**src/rtl/raster_dispatch.sv**
```systemverilog
// raster_dispatch: triangle FIFO + rasterizer issue handshake + per-frame FB/Z clear sweep
module raster_dispatch #(
  parameter int TRI_W = 312,
  parameter int DEPTH = 4,
  parameter int FB_PIXELS = 76800,
  parameter logic [7:0] Z_CLEAR = 8'hFF
) (
  input  logic             i_clk,
  input  logic             i_rst_n,
  input  logic             i_tri_valid,
  output logic             o_tri_ready,
  input  logic [TRI_W-1:0] i_tri_data,
  input  logic             i_frame_start,
  input  logic [11:0]      i_clear_color,
  input  logic             i_frame_end,
  output logic             o_frame_done,
  output logic             o_clearing,
  output logic             o_rast_valid,
  input  logic             i_rast_busy,
  output logic [TRI_W-1:0] o_rast_tri,
  input  logic [16:0]      i_rast_fb_addr,
  input  logic             i_rast_fb_we,
  input  logic [11:0]      i_rast_fb_pixel,
  input  logic [16:0]      i_rast_zb_addr,
  input  logic             i_rast_zb_we,
  input  logic [7:0]       i_rast_zb_data,
  output logic [16:0]      o_fb_addr,
  output logic             o_fb_we,
  output logic [11:0]      o_fb_pixel,
  output logic [16:0]      o_zb_addr,
  output logic             o_zb_we,
  output logic [7:0]       o_zb_data
);
  localparam int AW = $clog2(DEPTH);
  localparam logic [16:0] LAST = 17'(FB_PIXELS - 1);
  localparam logic [2:0] S_IDLE = 3'd0, S_ISSUE = 3'd1, S_WAIT_BUSY = 3'd2, S_WAIT_DONE = 3'd3, S_CLEAR = 3'd4;
  logic [2:0] state, state_nxt;
  logic [TRI_W-1:0] mem [DEPTH];
  logic [AW:0] wr_ptr, rd_ptr;
  logic [16:0] cnt;
  logic [11:0] req_color, sweep_color;
  logic pending_clear, pending_end;
  logic empty, full, push, pop, start_clear, sweep_last;
  assign empty = wr_ptr == rd_ptr;
  assign full = (wr_ptr[AW-1:0] == rd_ptr[AW-1:0]) && (wr_ptr[AW] != rd_ptr[AW]);
  assign o_tri_ready = !full;
  assign push = i_tri_valid && !full;
  assign start_clear = state == S_IDLE && pending_clear;
  assign pop = state == S_IDLE && !pending_clear && !empty;
  assign sweep_last = state == S_CLEAR && cnt == LAST;
  assign o_clearing = state == S_CLEAR;
  assign o_rast_valid = state == S_ISSUE;
  assign o_frame_done = pending_end && state == S_IDLE && empty && !pending_clear && !i_rast_busy;
  // Clear engine owns both memory ports for the whole sweep.
  assign o_fb_addr = o_clearing ? cnt : i_rast_fb_addr;
  assign o_fb_we = o_clearing ? 1'b1 : i_rast_fb_we;
  assign o_fb_pixel = o_clearing ? sweep_color : i_rast_fb_pixel;
  assign o_zb_addr = o_clearing ? cnt : i_rast_zb_addr;
  assign o_zb_we = o_clearing ? 1'b1 : i_rast_zb_we;
  assign o_zb_data = o_clearing ? Z_CLEAR : i_rast_zb_data;
  always_comb begin
    state_nxt = S_IDLE;
    state_nxt = state == S_IDLE ? (pending_clear ? S_CLEAR : (empty ? S_IDLE : S_ISSUE)) :
                state == S_ISSUE ? S_WAIT_BUSY :
                state == S_WAIT_BUSY ? (i_rast_busy ? S_WAIT_DONE : S_WAIT_BUSY) :
                state == S_WAIT_DONE ? (i_rast_busy ? S_WAIT_DONE : S_IDLE) :
                state == S_CLEAR ? (sweep_last ? S_IDLE : S_CLEAR) : S_IDLE;
  end
  always_ff @(posedge i_clk) begin
    if (push) mem[wr_ptr[AW-1:0]] <= i_tri_data;
  end
  // pending_clear drops on sweep entry so a start arriving mid-sweep queues another sweep.
  always_ff @(posedge i_clk or negedge i_rst_n) begin
    if (!i_rst_n) begin
      state <= S_IDLE;
      wr_ptr <= '0;
      rd_ptr <= '0;
      cnt <= '0;
      req_color <= '0;
      sweep_color <= '0;
      pending_clear <= 1'b0;
      pending_end <= 1'b0;
      o_rast_tri <= '0;
    end else begin
      state <= state_nxt;
      if (push) wr_ptr <= wr_ptr + 1'b1;
      if (pop) begin
        rd_ptr <= rd_ptr + 1'b1;
        o_rast_tri <= mem[rd_ptr[AW-1:0]];
      end
      pending_clear <= i_frame_start || (pending_clear && !start_clear);
      pending_end <= i_frame_end || (pending_end && !o_frame_done);
      if (i_frame_start) req_color <= i_clear_color;
      if (start_clear) sweep_color <= req_color;
      if (state == S_CLEAR) cnt <= sweep_last ? '0 : cnt + 17'd1;
    end
  end
endmodule

```
**config.mk**
```make
export PLATFORM = sky130hd
export DESIGN_NAME = raster_dispatch
export DESIGN_NICKNAME = d
export VERILOG_FILES = /design/src/rtl/raster_dispatch.sv
export SDC_FILE = /design/constraint.sdc
export NUM_CORES = 2
export LEC_CHECK = 0
export ABC_AREA = 1
export CORE_MARGIN = 8
export CORE_UTILIZATION = 35
export DETAILED_ROUTE_END_ITERATION = 7
export HOLD_SLACK_MARGIN = 0.02
export PLACE_DENSITY = 0.53
export SYNTH_ARGS = -nofsm -noshare
export SYNTH_HDL_FRONTEND = slang
export SYNTH_SLANG_ARGS = --single-unit
```
**constraint.sdc**
```tcl
create_clock -name i_clk -period 17.6 [get_ports i_clk]
set_clock_uncertainty 0.05 [all_clocks]
set_input_delay 2.64 -clock i_clk [delete_from_list [all_inputs] [get_ports i_clk]]
set_output_delay 2.64 -clock i_clk [all_outputs]
set_load 0.01 [all_outputs]
```
Word level (Yosys, flattened, before mapping)
Memories as Yosys holds them, arrays and structs flattened. A register that Yosys moved wholly into a read port is not among the register bits.
Index checks and enable logic that the tools add are counted.
- output and inout port bits: 372
- memories kept: 1
- RAM bits: 1248
- flip-flop bits (word level): 52
- memory list (memory ; words ; width ; rd ports ; clocked after Yosys merged registers in ; wr ports ; RTL line ; text):
    mem ; 4 ; 312 ; 1 ; 1 ; 1 ; 38 ; logic [TRI_W-1:0] mem [DEPTH];
- $add $sub $neg: 3
- muxes and demuxes: 19
- eq/ne operators: 8
- reductions and logical operators: 22
- operator list (cell ; count):
    two-way mux 17 bit ; 3
    two-way mux 3 bit ; 7
    adder 17 x 1 -> 17 bit, second input constant ; 1
    equality test 17 bit, second input constant ; 1
    logical AND 1 bit ; 12
    two-way mux 12 bit ; 1
    two-way mux 8 bit ; 1
    zero test 1 bit ; 7
    adder 3 x 1 -> 3 bit, second input constant ; 2
    equality test 3 x 2 -> 1 bit, second input constant ; 2
    two-way mux 1 bit ; 6
    equality test 3 x 1 -> 1 bit, second input constant ; 1
    equality test 3 bit ; 1
    equality test 3 bit, second input constant ; 1
    zero test 3 bit ; 1
    equality test 2 bit ; 1
    logical OR 1 bit ; 2
    two-way mux 2 bit ; 1
    != test 1 bit ; 1

Depth between registers and ports, before layout
- depth in word-level cells: 8
- mapped depth: 11

Worst setup path before layout
OpenSTA, ideal clock, no wires.
- kind: input to register
- from: input i_tri_valid
- to: memory mem[0][0], enable pin
- setup slack: 852 ps
- stages on the path: 2
- path buffers: 0
- arrival: 15704 ps
- cells stage by stage: nand2_1 nor2_1
- word-level cells in the longest chain between the ends: 3
- RTL lines (item ; RTL line ; text):
    start: declaration ; 10 ; input logic i_tri_valid,
    logical AND 1 bit ; 47 ; assign push = i_tri_valid && !full;
    two-way mux 1 bit ; 70 ; if (push) mem[wr_ptr[AW-1:0]] <= i_tri_data;
    two-way mux 1 bit (not written as such) ; 70 ;
    end: declaration ; 38 ;
No other way between the ends.

Worst setup path after layout
- from: input i_rast_busy
- to: output o_frame_done
- word-level cells in the longest chain between the ends: 2
- RTL lines (item ; RTL line ; text):
    start: declaration ; 19 ; input logic i_rast_busy,
    zero test 1 bit ; 53 ; assign o_frame_done = pending_end && state == S_IDLE && empty && !pending_clear && !i_rast_busy;
    logical AND 1 bit ; 53 ;
    end: declaration ; 16 ; output logic o_frame_done,
No other way between the ends.

==> results_dict.tcl <==
set metrics [dict create \
    syn-num-nets 5502 \
    start_util 0.352 \
    drive_above_1_share 0.0571 \
    synthMostInstantiatedCell "edfxtp_1" \
    cts_resized 0 \
    setup_violations 0 \
    layout_setup_ws_ns 10.78 \
    use_met1 0.228 \
    drt_iter0_markers 2459 \
    top_usage_layer "met2" \
    path_cells "clkdlybuf4s50_1, inv_1, nand2_1, nor3_1, nand3_1, inv_1, clkdlybuf4s50_1" \
    cts_root_buf "clkbuf_16" \
    cp_data_required_time_ns 14.91 \
    synth-main-ff-cell "edfxtp_1" \
    grt_use_total 0.179 \
    slew_viol_final 0 \
    switching_share 0.341 \
    gp_congestion 0.755 \
    cp-end-kind "output pin" \
    nets 6164 \
    yosysSeqAreaShare 0.751 \
    cap_violations 0 \
    synth_area_leader_cell "edfxtp_1" \
    wl_per_cell_microns 21.3 \
    syn-cell-area_sq_mm 0.0620 \
    async_reset_ff_frac 0.226 \
    synth_top_area_share 0.604 \
    worstHoldEndpoint "o_rast_tri[33]" \
    synthCells 5110 \
    cp_slowest_cell "clkdlybuf4s50_1" \
    p_comb_frac 0.299 \
    via_per_inst 4.86 \
    hold_start "o_rast_tri[33]" \
    detail_route.first_pass.iterations 5 \
    clk_pin_slew_ns 0.06 \
    insertion_delay_ns 0.81 \
    ir_drop_v 0.000164 \
    synthTopCellsByArea "edfxtp_1, dfrtp_1, nor2_1, o21ai_0, nand2_1" \
    vias 40300 \
    rsz0062_at_grt "no" \
    fp.dieW_microns 437 \
    r2r_slack_ns 12.82 \
    tightest_slew_ns 1.17 \
    use_met3 0.0370 \
    num_io_pins 758 \
    hold_path.class "flop to flop" \
    grt_max_degree 204 \
    status "completed" \
    slowest_delay_ns 0.55 \
    cts_hold_buf 0 \
    cts.sink_count 1612 \
    crit_fanout 2 \
    fmaxAchievable_ghz 0.147 \
    crit_start "i_rast_busy" \
    worstSetupPathType "primary input to output pin" \
    r2r_end "o_rast_tri[234]" \
    fin_crit_ns 6.82 \
    start_kind "primary input" \
    rows 154 \
    io_buffers 757 \
    core-area_sq_mm 0.176 \
    synth_edf_count 1248 \
    areaGrowthSynthToFinish_pct 24.4 \
    cts_setup_buffers 0 \
    slew_headroom 0.217 \
    pwr-share-clk 0.275 \
    hold_violations 0 \
    grt_pass1_vias 39800 \
    net-switching-power_uw 4440 \
    rr_worst_depth 8 \
    ys_top_cells_by_count "edfxtp_1, nor2_1, nand2_1" \
    cts_buffers 175 \
    powerDensity_mw_per_mm2 169 \
    antenna_found_initial 47 \
    htreeDepth 4 \
    critical_path_arrival_ns 4.13 \
    fp.dieArea_sq_mm 0.191 \
    die_h_microns 437 \
    p_int_uw 8580 \
    period_share 0.388 \
    cts_buffer_depth 3 \
    grt-ovfl-total 0 \
    synth.avg_cell_area_sq_um 12.1 \
    finalSetupTns_ns 0 \
    reg2reg_from "rd_ptr[0]" \
    ant_nets 0 \
    yosys_warnings 0 \
    preCtsSetupSlack_ns 10.76 \
    post-route-drc-count 0 \
    wirelength_mm 176 \
    grt_use_met2 0.303 \
    dp_hpwl_mm 104 \
    ys_seq_elements 1612 \
    pwr-share-seq 0.427 \
    grt_pass1_wl_mm 265 \
    synth_cell_type_count 32 \
    holdPathStages 2 \
    cts_tree "yes" \
    leakage_uw 0.0284 \
]
==> power by group through the flow <==
stage / clock (uW) / sequential (uW) / combinational (uW)
5_1_grt: 3820 / 5640 / 4340
3_3_place_gp: 0 / 5630 / 3960
3_5_place_dp: 0 / 5640 / 3980
2_1_floorplan: 0 / 5950 / 2270
4_1_cts: 3680 / 5570 / 3990
6_report: 3580 / 5560 / 3890
==> flip-flops by register name, summed over array words and instances, names as in the netlist <==
name           flops
req_color         12
mem             1248
state              3
cnt               17
o_rast_tri       312
rd_ptr             3
pending_end        1
wr_ptr             3
sweep_color       12
pending_clear      1
==> routing by layer <==
layer / up-vias / routed length (microns) / part of all wire
met5: - / 77 / 0.00044
met4: 10 / 4440 / 0.025
met3: 273 / 8340 / 0.047
met2: 861 / 88300 / 0.50
met1: 20000 / 75200 / 0.43
li1: 19200 / - / -
==> cell families (layout without fill, tap and decap cells) <==
family                     after synthesis  in the layout  share of synthesized area
buffers and inverters                  374           1188                     0.0293
other                                    0             25                          0
xor gates and xnor gates                 8              8                    0.00113
muxes                                   12             12                    0.00218
adders and majority gates                6              6                    0.00121
DFF                                   1612           1612                      0.751
and+or+nand+nor                       2126           2126                      0.137
AOI/OAI and AO/OA                      972            972                     0.0785
==> area by class of cell <==
class / instances / area (sq um)
multi-input cells: 3124 / 13700
diodes: 25 / 62.6
repair buffers: 809 / 8090
fillers: 16300 / 98900
inverters: 50 / 195
clock buffers: 269 / 5080
clock inverters: 60 / 569
well taps: 2340 / 2930
flip-flops and latches: 1612 / 46600
==> through the flow <==
step                      total power (uW)  area [sq um]  hold WS [ns]  std cells   util
final                                13000         77200         0.417       8289  0.438
after floorplan                       8210         62000         0.392       5110      -
after global routing                 13800         77200         0.435       8282  0.438
after detailed placement              9620         71500         0.407       7935  0.406
after CTS                            13200         77100         0.422       8264  0.438
after global placement                9590         71500         0.403       7935  0.406
==> cells in the final DEF, fill, tap and decap left out, types with 3 or more instances in the layout <==
cell / instances
a21oi_1: 3
buf_12: 9
buf_4: 43
bufinv_16: 6
clkbuf_1: 63
clkbuf_16: 178
clkbuf_8: 28
clkdlybuf4s50_1: 756
clkinv_1: 18
clkinv_2: 21
clkinv_8: 3
dfrtp_1: 362
diode_2: 25
edfxtp_1: 1248
ha_1: 6
inv_1: 49
inv_6: 4
mux2_2: 12
nand2_1: 790
nand3_1: 333
nand4_1: 3
nor2_1: 970
nor2_4: 5
nor3_1: 6
o21ai_0: 660
o21ai_1: 305
or2_2: 10
xor2_1: 7
==> worst max path at each step <==
stage	end	slack, ns
3_5_place_dp	o_frame_done	10.76
5_1_grt	o_frame_done	10.60
2_1_floorplan	mem[0][0]	0.85
6_report	o_frame_done	10.78
4_1_cts	o_frame_done	10.76
3_3_place_gp	o_frame_done	10.75
==> critical path: cells and delay by family <==
kind	cells	cell delay [ns]
buf+inv	4	1.15
simple gates	3	0.35
Note: power is estimated with default switching activity, not from simulation.
